### src/rtl/clk_step_pkg.sv
`default_nettype none
// ============================================================================
//  clk_step_pkg : shared command/state encodings for the clock step controller
//  Revision     : 1.0
// ============================================================================
package clk_step_pkg;

  localparam int c_op_w = 2;
  localparam int c_st_w = 2;

  typedef enum logic [c_op_w-1:0] {
    OP_HALT = 2'd0,
    OP_RUN  = 2'd1,
    OP_STEP = 2'd2,
    OP_RSVD = 2'd3
  } op_e;

  typedef enum logic [c_st_w-1:0] {
    ST_HALTED   = 2'd0,
    ST_RUNNING  = 2'd1,
    ST_STEPPING = 2'd2
  } st_e;

  function automatic logic st_is_active(input st_e st);
    return st != ST_HALTED;
  endfunction

endpackage
`default_nettype wire

### src/rtl/clk_gate_cell.sv
`default_nettype none
// ============================================================================
//  clk_gate_cell : latch-based integrated clock gate with scan bypass
//  Revision      : 1.0
// ============================================================================
module clk_gate_cell (
  input  logic clk_i,
  input  logic rst_ni,
  input  logic en_i,
  input  logic test_en_i,
  output logic clk_o
);

  logic r_en_lat;

  // Transparent only while clk_i is low so enable changes never cut a high phase;
  // the async clear kills an in-flight pulse the moment reset asserts.
  always_latch begin
    if (!rst_ni) begin
      r_en_lat <= 1'b0;
    end else if (!clk_i) begin
      r_en_lat <= en_i;
    end
  end

  assign clk_o = clk_i & (r_en_lat | test_en_i);

endmodule
`default_nettype wire

### src/rtl/clk_step_ctrl.sv
`default_nettype none
// ============================================================================
//  clk_step_ctrl : multi-channel debug clock halt / run / N-step controller
//  Revision      : 1.0
// ============================================================================
module clk_step_ctrl
  import clk_step_pkg::*;
#(
  parameter int NUM_CH = 2,
  parameter int CNT_W  = 32
) (
  input  logic                    clk_i,
  input  logic                    rst_ni,
  input  logic                    cmd_valid_i,
  output logic                    cmd_ready_o,
  input  logic [1:0]              cmd_op_i,
  input  logic [NUM_CH-1:0]       cmd_ch_mask_i,
  input  logic [CNT_W-1:0]        cmd_count_i,
  input  logic                    abort_i,
  input  logic                    test_en_i,
  output logic [NUM_CH-1:0]       clk_o,
  output logic [2*NUM_CH-1:0]     state_o,
  output logic [CNT_W*NUM_CH-1:0] remaining_o,
  output logic [NUM_CH-1:0]       done_o,
  output logic                    aborted_o
);

  localparam logic [CNT_W-1:0] c_cnt_one = CNT_W'(1);

  logic [NUM_CH-1:0] w_stepping;
  logic [NUM_CH-1:0] w_active;
  logic              w_accept;
  logic              w_count_zero;
  op_e               w_op;
  logic              r_aborted;

  // Stepping channels block new commands so a step count is never disturbed mid-run.
  assign cmd_ready_o  = ~abort_i & ~(|w_stepping);
  assign w_accept     = cmd_valid_i & cmd_ready_o;
  assign w_op         = op_e'(cmd_op_i);
  assign w_count_zero = (cmd_count_i == '0);

  generate
    for (genvar c = 0; c < NUM_CH; c++) begin : g_ch
      st_e              r_state;
      logic             r_en_q;
      logic [CNT_W-1:0] r_remaining;
      logic             r_done;

      always_ff @(posedge clk_i or negedge rst_ni) begin
        if (!rst_ni) begin
          r_state     <= ST_HALTED;
          r_en_q      <= 1'b0;
          r_remaining <= '0;
          r_done      <= 1'b0;
        end else begin
          r_done <= 1'b0;
          if (abort_i) begin
            if (st_is_active(r_state)) begin
              r_state     <= ST_HALTED;
              r_en_q      <= 1'b0;
              r_remaining <= '0;
            end
          end else if (w_accept && cmd_ch_mask_i[c]) begin
            case (w_op)
              OP_HALT: begin
                r_state     <= ST_HALTED;
                r_en_q      <= 1'b0;
                r_remaining <= '0;
              end
              OP_RUN: begin
                r_state <= ST_RUNNING;
                r_en_q  <= 1'b1;
              end
              OP_STEP: begin
                if (w_count_zero) begin
                  r_state     <= ST_HALTED;
                  r_en_q      <= 1'b0;
                  r_remaining <= '0;
                  r_done      <= 1'b1;
                end else begin
                  r_state     <= ST_STEPPING;
                  r_en_q      <= 1'b1;
                  r_remaining <= cmd_count_i;
                end
              end
              default: ;
            endcase
          end else if (r_state == ST_STEPPING) begin
            // Enable drops at the edge of the last pulse; the latch keeps that pulse whole.
            if (r_remaining == c_cnt_one) begin
              r_state     <= ST_HALTED;
              r_en_q      <= 1'b0;
              r_remaining <= '0;
              r_done      <= 1'b1;
            end else begin
              r_remaining <= r_remaining - c_cnt_one;
            end
          end
        end
      end

      assign w_stepping[c]                  = (r_state == ST_STEPPING);
      assign w_active[c]                    = st_is_active(r_state);
      assign state_o[2*c +: 2]              = r_state;
      assign remaining_o[CNT_W*c +: CNT_W]  = r_remaining;
      assign done_o[c]                      = r_done;

      clk_gate_cell u_gate (
        .clk_i     (clk_i),
        .rst_ni    (rst_ni),
        .en_i      (r_en_q),
        .test_en_i (test_en_i),
        .clk_o     (clk_o[c])
      );
    end
  endgenerate

  always_ff @(posedge clk_i or negedge rst_ni) begin
    if (!rst_ni) begin
      r_aborted <= 1'b0;
    end else begin
      r_aborted <= abort_i & (|w_active);
    end
  end

  assign aborted_o = r_aborted;

endmodule
`default_nettype wire

### config.mk
export PLATFORM = sky130hd
export DESIGN_NAME = clk_step_ctrl
export DESIGN_NICKNAME = d
export VERILOG_FILES = /design/src/rtl/clk_step_pkg.sv /design/src/rtl/clk_gate_cell.sv /design/src/rtl/clk_step_ctrl.sv
export SDC_FILE = /design/constraint.sdc
export NUM_CORES = 1
export LEC_CHECK = 0
export ABC_CLOCK_PERIOD_IN_PS = 3410
export CAP_MARGIN = 20
export CORE_AREA = 2 2 130 94
export CTS_BUF_LIST = sky130_fd_sc_hd__clkbuf_16
export CTS_CLUSTER_SIZE = 14
export DETAILED_ROUTE_END_ITERATION = 12
export DIE_AREA = 0 0 132 96
export PLACE_DENSITY = 0.72
export RECOVER_POWER = 100
export SLEW_MARGIN = 20
export SYNTH_ARGS = -nofsm -noshare
export SYNTH_HDL_FRONTEND = slang
export SYNTH_SLANG_ARGS = --single-unit
### constraint.sdc
create_clock -name clk_i -period 3.41 [get_ports clk_i]
set_input_delay 0.341 -clock clk_i [delete_from_list [all_inputs] [get_ports clk_i]]
set_output_delay 0.341 -clock clk_i [all_outputs]
set_load 0.05 [all_outputs]
* Word-level counts from Yosys, hierarchy flattened
Cells that the tools add are included.
Word-level totals: bits in latches 2, word-level logic and storage cells 102, register bits 73
Cells by class: reductions and logical operators 16, bitwise operators 9, mux-type cells 52, add/subtract/negate cells 2, equal/unequal tests 12
Operators by type and width (number):
- $mux W32 | 11
- $eq A32 B1 Y1 const B | 2
- $pmux W32 S2 | 1
- $sub A32 B1 Y32 const B | 2
- $logic_not A32 Y1 | 1
- $mux W1 | 27
- $mux W2 | 11
- $reduce_bool A3 Y1 | 4
- $ne A5 B2 Y1 const B | 2
- $ne A4 B2 Y1 const B | 2
- $reduce_and A4 Y1 | 2
- $eq A2 B2 Y1 const B | 3
- $pmux W2 S3 | 1
- $reduce_and A3 Y1 | 2
- $and A1 B1 Y1 | 5
- $ne A2 B1 Y1 const B | 2
- $reduce_bool A2 Y1 | 2
- $reduce_or A2 Y1 | 2
- $pmux W1 S3 | 1
- $eq A2 B1 Y1 const B | 1
- $logic_and A1 B1 Y1 | 2
- $logic_not A2 Y1 | 1
- $not A1 Y1 | 2
- $or A1 B1 Y1 | 2

* Longest topological paths before layout
Gate-level depths: netlist of run 1.
depth after elaboration 8, depth in mapped cells 9

* By module
A second synthesis of run 1 with hierarchy kept.
Unflattened totals: cell total of the unflattened synthesis 557, area total of the unflattened synthesis 4931.0 µm²
By module, submodules not included:
- clk_step_ctrl | instances 1, cells an instance 549, area each 4865.9 µm², sequential area each 1826.8 µm²
- clk_gate_cell | instances 2, cells an instance 4, area each 32.5 µm², sequential area each 0.0 µm²

==> impl_metrics.json, run 1 <==
{
  "intPower_uw": 3330,
  "synth_nets": 635,
  "die_w_um": 132,
  "drive_gt1_frac": 0.0994,
  "synthTopCellsByCount": "dfrtp_1 (73), nand2_1 (45), nand3_1 (39)",
  "initialDrtViolationCount": 644,
  "slew_viol_final": 59,
  "violations": "capacitance limit, slew limit",
  "synth.most_common_cell": "dfrtp_1",
  "viasPerCell": 6.66,
  "syn_area_um2": 5020,
  "clk_latency_ns": 0.58,
  "fin_area_um2": 7060,
  "gp_congestion": 0.967,
  "numPortBuffers": 114,
  "start_util": 0.439,
  "fin_skew_ns": 0.0184,
  "tns_ns": 0,
  "core_area_um2": 11400,
  "hold_violations": 0,
  "dieArea_um2": 12700,
  "wl_um": 19100,
  "ir_drop_v": 0.000529,
  "hold_ws_ns": 0.335,
  "ios": 115,
  "grt_overflow": 0,
  "antenna_found_initial": 0,
  "setup_viol": 0,
  "n_antenna_cell": 0,
  "final_cells": 871,
  "rsz0062_at_grt": "no",
  "worst_pin_slew_ns": 1.55,
  "cts_tree": "done",
  "ys_ff_latch": 75,
  "syn_to_final_growth_pct": 40.7,
  "crit_fanout": 1,
  "routedWlPerCell_um": 22.0,
  "power.share.clock": 0.315,
  "yosysWarningCount": 0,
  "ys.flop_type": "dfrtp_1",
  "p_leak_uw": 0.00273,
  "crit_type": "latch2out",
  "placed_cells": 834,
  "synth_top_cell_by_area": "dfrtp_1",
  "drv_cap": 1,
  "worstPathRequired_ns": 3.07,
  "ys_types": 64,
  "yosys.area.top_type_share": 0.364,
  "grt_pass1_wl_um": 29800,
  "cellPowerDensity_nw_per_um2": 861,
  "critPathArrivalTime_ns": 2.98,
  "hold_class": "in2gate",
  "synth_edf_count": 0,
  "p_comb_frac": 0.418,
  "grt_use_total": 0.315,
  "drt_drc_violations_left": 0,
  "syn_area_per_cell_um2": 8.57,
  "post_cts_buffers": 0,
  "fin_nets": 758,
  "placed_cell_area_um2": 6350,
  "end_kind": "output port",
  "firstDrtPassIters": 6,
  "run_status": "complete, but fails checks",
  "fin_util": 0.618,
  "clk_pin_slew_ns": 0.03,
  "postRouteAntennaNets": 0,
  "rows": 33,
  "max_slew_margin": -0.0323,
  "async_flop_share": 0.973,
  "synth_area_leaders": "dfrtp_1 (36%), a22oi_1 (4.0%), nand3_1 (3.9%), nor4_1 (3.9%), or4_1 (3.7%)",
  "die_height_um": 96,
  "grt_max_degree": 59,
  "hpwl_um": 13400,
  "start_kind": "latch",
  "swShare": 0.453,
  "grt_pass1_vias": 5379,
  "vias": 5797,
  "netlist_instances": 586,
  "power_switching_uw": 2750,
  "sequentialPowerShare": 0.267
}
## flip-flops by register name, indices dropped and copies added, names as in the netlist
name	count
aborted_o	1
g_ch.r_done	2
g_ch.r_en_q	2
g_ch.r_remaining	64
g_ch.r_state	4
g_ch.u_gate.r_en_lat	2
## what timing repair did
item | in CTS | in global routing
setup endpoints to repair | 2 | 1
resized for setup | 10 | 4
hold buffers | 3 | 0
endpoints found under the hold margin | 16 | 0
pin swaps | 0 | 0
## routing by layer
metal / routed length (um) / part of all wire / global-route usage / vias to the layer above
li1: - / - / - / 2564
met4: 359 / 0.019 / 0.132 / 0
met5: 0 / 0 / 0 / -
met3: 2130 / 0.11 / 0.129 / 44
met2: 8190 / 0.43 / 0.440 / 380
met1: 8450 / 0.44 / 0.429 / 2809
## cell families after synthesis
family / share of synthesized area
compound gates: 0.235
buf+inv: 0.0491
mux: 0.0102
simple gates: 0.297
latches: 0.00598
xor+xnor: 0.0192
fa+ha+maj: 0.0199
flops: 0.364
## area by class of cell
cell class                      count  area (um2)
Timing Repair Buffer              135        1290
Sequential cell                    75        1860
Clock buffer                       29         688
Fill cell                         997        4370
Inverter                           18        67.6
Tap cell                          157         196
Multi-Input combinational cell    450        2930
Clock inverter                      7        26.3
## critical path, stage by stage (launching register included)
cell     delay [ns]
dlxtp_1        0.31
o21a_1         0.10
buf_2          0.26
## stage by stage
stage | worst slack, ns | total power (uW)
after global placement | 0.194 | 4270
final | 0.0925 | 6080
after detailed placement | 0.186 | 4330
after floorplan | 0.626 | 3360
after global routing | 0.0334 | 6370
after CTS | 0.0252 | 6200
## placed cells by master (no fill, tap or decap), types with 20 or more instances in the layout
master | Yosys | routed
inv_1 | 18 | 24
nor3_1 | 24 | 24
nor2_1 | 27 | 27
dfrtp_1 | 73 | 73
clkdlybuf4s50_1 | 0 | 37
dlygate4sd3_1 | 0 | 77
or4_1 | 25 | 26
buf_4 | 4 | 20
a22oi_1 | 27 | 27
clkbuf_16 | 0 | 27
nand3_1 | 39 | 39
nand2_1 | 45 | 45
nor4_1 | 31 | 32
o21ai_0 | 34 | 34
## power groups by stage
stage / logic, uW / clock network (uW) / registers (uW)
after floorplan: 898 / 86.3 / 2370
after global placement: 2580 / 91.0 / 1600
after detailed placement: 2610 / 91.0 / 1630
after CTS: 2630 / 1950 / 1620
after global routing: 2690 / 2010 / 1670
final: 2540 / 1920 / 1620
## worst paths after layout
check                                         from  slack [ns]                       to  cells past startpoint
min in group asynchronous                   rst_ni        0.72  g_ch[1].r_remaining[28]                      3
max                        g_ch[0].u_gate.r_en_lat        0.09                 clk_o[0]                      2
min                                         rst_ni        0.34               clock gate                      4
max in group asynchronous                   rst_ni        0.92  g_ch[0].r_remaining[21]                      4
max reg2reg                g_ch[1].r_remaining[11]        0.20   g_ch[1].r_remaining[4]                      5
max in group gated                          rst_ni        1.28               clock gate                      4
min in group clk_i                 cmd_count_i[15]        0.45  g_ch[0].r_remaining[15]                      3
min reg2reg                         g_ch[0].r_en_q        0.51           g_ch[0].r_en_q                      1
Note: power is estimated with default switching activity, not from simulation.
==> inputs of run 2 (changes only) <==
PLACE_DENSITY = unset   (was 0.72)
PLACE_DENSITY_LB_ADDON = 0.1   (was unset)
==> impl_metrics.json, run 2 (synthesis results as in run 1) <==
{
  "run_status": "finished, final reports clean",
  "tns_ns": 0,
  "hpwl_um": 13300,
  "hold_violations": 0,
  "top_regs": "g_ch.r_remaining x64, g_ch.r_state x4",
  "grt_pass1_wl_um": 33100,
  "largest_reg_flops": 64,
  "p_leak_uw": 0.00265,
  "post_cts_buffers": 0,
  "cellPowerDensity_nw_per_um2": 839,
  "crit_path_end": "clk_o[0]",
  "final_cells": 867,
  "hold_class": "reg2latch",
  "firstDrtPassIters": 6,
  "power_switching_uw": 2750,
  "critPathArrivalTime_ns": 3.01,
  "grt_overflow": 0,
  "die_height_um": 96,
  "grt_use_total": 0.338,
  "crit_type": "latch2out",
  "viasPerCell": 6.73,
  "rows": 33,
  "power.share.clock": 0.284,
  "ios": 115,
  "routedWlPerCell_um": 23.6,
  "antenna_found_initial": 0,
  "fin_skew_ns": 0.121,
  "start_kind": "latch",
  "p_comb_frac": 0.438,
  "grt_max_degree": 53,
  "clk_pin_slew_ns": 0.06,
  "cts_tree": "done",
  "hold_ws_ns": 0.410,
  "setup_ws_ns": 0.0628,
  "end_kind": "output port",
  "crit_fanout": 1,
  "initialDrtViolationCount": 663,
  "fin_nets": 753,
  "syn_to_final_growth_pct": 38.4,
  "postRouteAntennaNets": 0,
  "timing.rr.start": "g_ch[0].r_remaining[18]",
  "dieArea_um2": 12700,
  "intPower_uw": 3080,
  "vias": 5835,
  "reg2reg_slack_ns": 0.22,
  "crit_path_start": "g_ch[0].u_gate.r_en_lat",
  "placed_cells": 835,
  "drt_drc_violations_left": 0,
  "ir_drop_v": 0.000447,
  "worstPathRequired_ns": 3.07,
  "r2r-end": "g_ch[0].r_remaining[1]",
  "numPortBuffers": 114,
  "slew_viol_final": 0,
  "dp_worst_setup_slack_ns": 0.192,
  "worst_pin_slew_ns": 1.13,
  "drive_gt1_frac": 0.0986,
  "n_antenna_cell": 0,
  "total_power_uw": 5830,
  "final_common_cell": "dlygate4sd3_1",
  "grt_pass1_vias": 5491,
  "gp_congestion": 0.978,
  "setup_viol": 0,
  "start_util": 0.439,
  "clk_latency_ns": 0.57,
  "mostFrequentLayoutCells": "dlygate4sd3_1 (75), dfrtp_1 (73), nand2_1 (45), nand3_1 (39), clkdlybuf4s50_1 (39)",
  "swShare": 0.472,
  "fill_cells": 1021,
  "die_w_um": 132,
  "core_area_um2": 11400,
  "max_slew_margin": 0.244,
  "rsz0062_at_grt": "no",
  "rr_worst_depth": 6,
  "regMostFlops": "g_ch.r_remaining",
  "sequentialPowerShare": 0.278,
  "wl_um": 20500,
  "drv_cap": 0
}
[run 2: layout make-up]
class / count / area (um2) / area share
timing repair buffer: 136 / 1290 / 0.186
multi-input combinational: 450 / 2940 / 0.424
tap: 157 / 196 / 0.0283
inverter: 18 / 67.6 / 0.00972
clock inverter: 8 / 55.1 / 0.00792
clock buffer: 23 / 538 / 0.0774
sequential: 75 / 1860 / 0.267
[run 2: critical path, stage by stage, from the launching register on]
cell	delay, ns
dlxtp_1	0.32
o21a_1	0.12
buf_2	0.27
[run 2: metrics by stage]
| step | cell area [um2] | util |
|---|---|---|
| final | 6950 | 0.607 |
| after global routing | 6950 | 0.607 |
| after CTS | 6960 | 0.609 |
| after detailed placement | 6360 | 0.556 |
| after global placement | 6360 | 0.556 |
| after floorplan | 5020 | - |
[run 2: power by group through the flow]
stage | registers [uW] | clock network, uW | logic [uW]
floorplan | 2370 | 86.3 | 898
global route | 1670 | 1740 | 2710
detailed placement | 1620 | 91.0 | 2610
global placement | 1610 | 91.0 | 2580
finish | 1620 | 1660 | 2550
CTS | 1620 | 1660 | 2630
[run 2: repair_timing]
action | in CTS | in global routing
gates resized for setup | 10 | 1
gates cloned | 0 | 0
pin swaps | 0 | 0
hold buffers | 3 | 0
endpoints found under the hold margin | 22 | 0
endpoints found under the setup margin | 2 | 1
[run 2: per-layer routing]
metal / part of all wire / wire length (um) / track usage / vias to the layer above
li1: - / - / - / 2551
met1: 0.43 / 8840 / 0.475 / 2830
met2: 0.43 / 8720 / 0.490 / 404
met3: 0.12 / 2460 / 0.120 / 50
met4: 0.022 / 440 / 0.0978 / 0
met5: 0 / 0 / 0.0159 / -
[run 2: worst min path at each step]
| stage | start | to | depth (start not counted) |
|---|---|---|---|
| floorplan | rst_ni | clock gate | 0 |
| detailed placement | rst_ni | clock gate | 1 |
| finish | g_ch[0].r_en_q | g_ch[0].u_gate.r_en_lat | 1 |
| global placement | rst_ni | clock gate | 1 |
| global route | g_ch[0].r_en_q | g_ch[0].u_gate.r_en_lat | 1 |
| CTS | rst_ni | clock gate | 4 |
==> inputs of run 3 (changes only) <==
CORE_AREA = 2 2 129 93   (was 2 2 130 94)
DIE_AREA = 0 0 131 95   (was 0 0 132 96)
PLACE_DENSITY = 0.74   (was unset)
PLACE_DENSITY_LB_ADDON = unset   (was 0.1)
SYNTH_HIERARCHICAL = 1   (was unset)
==> impl_metrics.json, run 3 <==
{
  "synthAdderAreaFrac": 0.0203,
  "firstDrtPassIters": 6,
  "gp_congestion": 0.927,
  "tns_ns": 0,
  "routedWlPerCell_um": 21.1,
  "yosys.area.top_type_share": 0.370,
  "cts_tree": "done",
  "syn_to_final_growth_pct": 36.3,
  "worstPathRequired_ns": 3.07,
  "wl_um": 17900,
  "dieArea_um2": 12400,
  "cp_top_family": "buffers and inverters",
  "whs_path_depth": 4,
  "post_cts_buffers": 0,
  "syn_area_um2": 4930,
  "synth_nets": 606,
  "hold_violations": 0,
  "rr_worst_depth": 6,
  "top_regs": "g_ch.r_remaining x64, g_ch.r_state x4",
  "synth_edf_count": 0,
  "synth_top_family_by_area": "compound AO/OA/AOI/OAI gates",
  "fill_cells": 991,
  "vias": 5480,
  "cellPowerDensity_nw_per_um2": 701,
  "drt_drc_violations_left": 0,
  "start_util": 0.434,
  "initialDrtViolationCount": 665,
  "syn_area_per_cell_um2": 8.85,
  "end_kind": "output port",
  "n_antenna_cell": 0,
  "grt_pass1_vias": 5160,
  "grt_max_degree": 73,
  "reg2reg_slack_ns": 0.19,
  "regMostFlops": "g_ch.r_remaining",
  "clk_latency_ns": 0.45,
  "r2r-end": "g_ch[1].r_remaining[19]",
  "core_area_um2": 11400,
  "ys_ff_latch": 75,
  "cp_num_cells": 2,
  "hpwl_um": 12700,
  "hold_ws_ns": 0.119,
  "netlist_instances": 557,
  "timing.rr.start": "g_ch[1].r_remaining[20]",
  "max_stage_delay_ns": 0.36,
  "mostFrequentLayoutCells": "dlygate4sd3_1 (77), dfrtp_1 (73), o21ai_0 (57), nand2_1 (55), nor2_1 (41)",
  "synth_area_leaders": "dfrtp_1 (37%), o21ai_0 (5.8%), a22oi_1 (4.9%), nand2_1 (4.2%), nor2_1 (3.1%)",
  "setup_viol": 0,
  "synth-xor-area-share": 0.0195,
  "rsz0062_at_grt": "no",
  "async_flop_share": 0.973,
  "grt_use_total": 0.297,
  "rows": 33,
  "synth_top_cell_by_area": "dfrtp_1",
  "slew_viol_final": 73,
  "synthSimpleGateAreaFrac": 0.259,
  "crit_type": "latch2out",
  "die_height_um": 95,
  "fin_nets": 733,
  "ys_types": 72,
  "critPathBufInv": 1,
  "critPathSlowestCell": "clkdlybuf4s15_2",
  "ios": 115,
  "ff_latch_area_um2": 1860,
  "grt_pass1_wl_um": 27800,
  "viasPerCell": 6.48,
  "crit_chain": "o21a_1, clkdlybuf4s15_2",
  "synthTopCellsByCount": "dfrtp_1 (73), o21ai_0 (57), nand2_1 (55)",
  "muxShareOfSynthArea": 0.0162,
  "multi_input_comb_area_um2": 2870,
  "setup_ws_ns": 0.147,
  "min_from": "rst_ni",
  "final_common_cell": "dlygate4sd3_1",
  "ir_drop_v": 0.000456,
  "max_slew_margin": -0.219,
  "violations": "capacitance limit, slew limit",
  "dp_worst_setup_slack_ns": 0.192,
  "fin_skew_ns": 0.0668,
  "ys.flop_type": "dfrtp_1",
  "die_w_um": 131,
  "drv_cap": 1,
  "synth_compound_area_frac": 0.272,
  "clk_pin_slew_ns": 0.04,
  "run_status": "complete, but fails checks",
  "crit_fanout": 1,
  "synth.most_common_cell": "dfrtp_1",
  "postRouteAntennaNets": 0,
  "grt_overflow": 0,
  "hold_class": "in2gate",
  "p_leak_uw": 0.00265,
  "antenna_found_initial": 0,
  "yosysWarningCount": 6,
  "largest_reg_flops": 64,
  "fin_util": 0.592,
  "drive_gt1_frac": 0.0856,
  "start_kind": "latch",
  "worst_pin_slew_ns": 1.83,
  "critPathArrivalTime_ns": 2.92,
  "numPortBuffers": 114
}
[run 3: what timing repair did]
| item | 4_1_cts | 5_1_grt |
|---|---|---|
| hold endpoints to repair | 3 | 0 |
| resized for setup | 5 | 1 |
| hold buffers | 3 | 0 |
| endpoints found under the setup margin | 2 | 1 |
[run 3: cell families (layout without fill, tap and decap cells)]
family	Yosys count	after routing
XOR/XNOR	11	11
flip-flops	73	73
latches	2	2
AO/OA/AOI/OAI	188	188
multiplexers	8	8
buffers and inverters	40	172
AND/OR/NAND/NOR	227	227
adder cells (fa/ha/maj)	8	8
[run 3: power by group]
group	leakage [uW]	switching (uW)	internal, uW
Sequential	0.000906	353	1070
Clock	0.000236	508	913
Combinational	0.00151	1240	631
[run 3: final cells by class]
class                           instances  area share
Clock buffer                           16      0.0546
Clock inverter                          7      0.0128
Inverter                               11     0.00614
Multi-Input combinational cell        442       0.427
Sequential cell                        75       0.276
Tap cell                              157      0.0292
Timing Repair Buffer                  138       0.194
[run 3: worst max path at each step]
| stage | start | slack [ns] | to |
|---|---|---|---|
| 2_1_floorplan | g_ch[1].r_state[0] | 0.28 | g_ch[1].r_remaining[29] |
| 3_3_place_gp | g_ch[0].u_gate/r_en_lat | 0.19 | clk_o[0] |
| 3_5_place_dp | g_ch[0].u_gate/r_en_lat | 0.19 | clk_o[0] |
| 4_1_cts | g_ch[0].u_gate/r_en_lat | 0.006 | clk_o[0] |
| 5_1_grt | g_ch[0].r_remaining[24] | 0.04 | g_ch[0].r_remaining[8] |
| 6_report | g_ch[1].u_gate/r_en_lat | 0.15 | clk_o[1] |
[run 3: worst register-to-register path: cells and delay by family, from the launching register on]
kind | cells | cell delay, ns
flops | 1 | 0.45
compound gates | 3 | 0.89
buf+inv | 1 | 0.30
simple gates | 2 | 1.47
[run 3: stage by stage]
stage	power, uW	cells	cell area [um2]
floorplan	2680	557	4930
global placement	3410	822	6300
detailed placement	3440	822	6300
CTS	4800	846	6770
global route	4930	846	6720
finish	4710	846	6720
[run 3: metal layers]
layer / share of wire / vias up / routed length (um) / global-route usage
met3: 0.10 / 38 / 1850 / 0.0929
met5: 0 / - / 0 / 0
met4: 0.025 / 0 / 449 / 0.108
li1: - / 2440 / - / -
met1: 0.44 / 2653 / 7800 / 0.418
met2: 0.44 / 349 / 7790 / 0.427
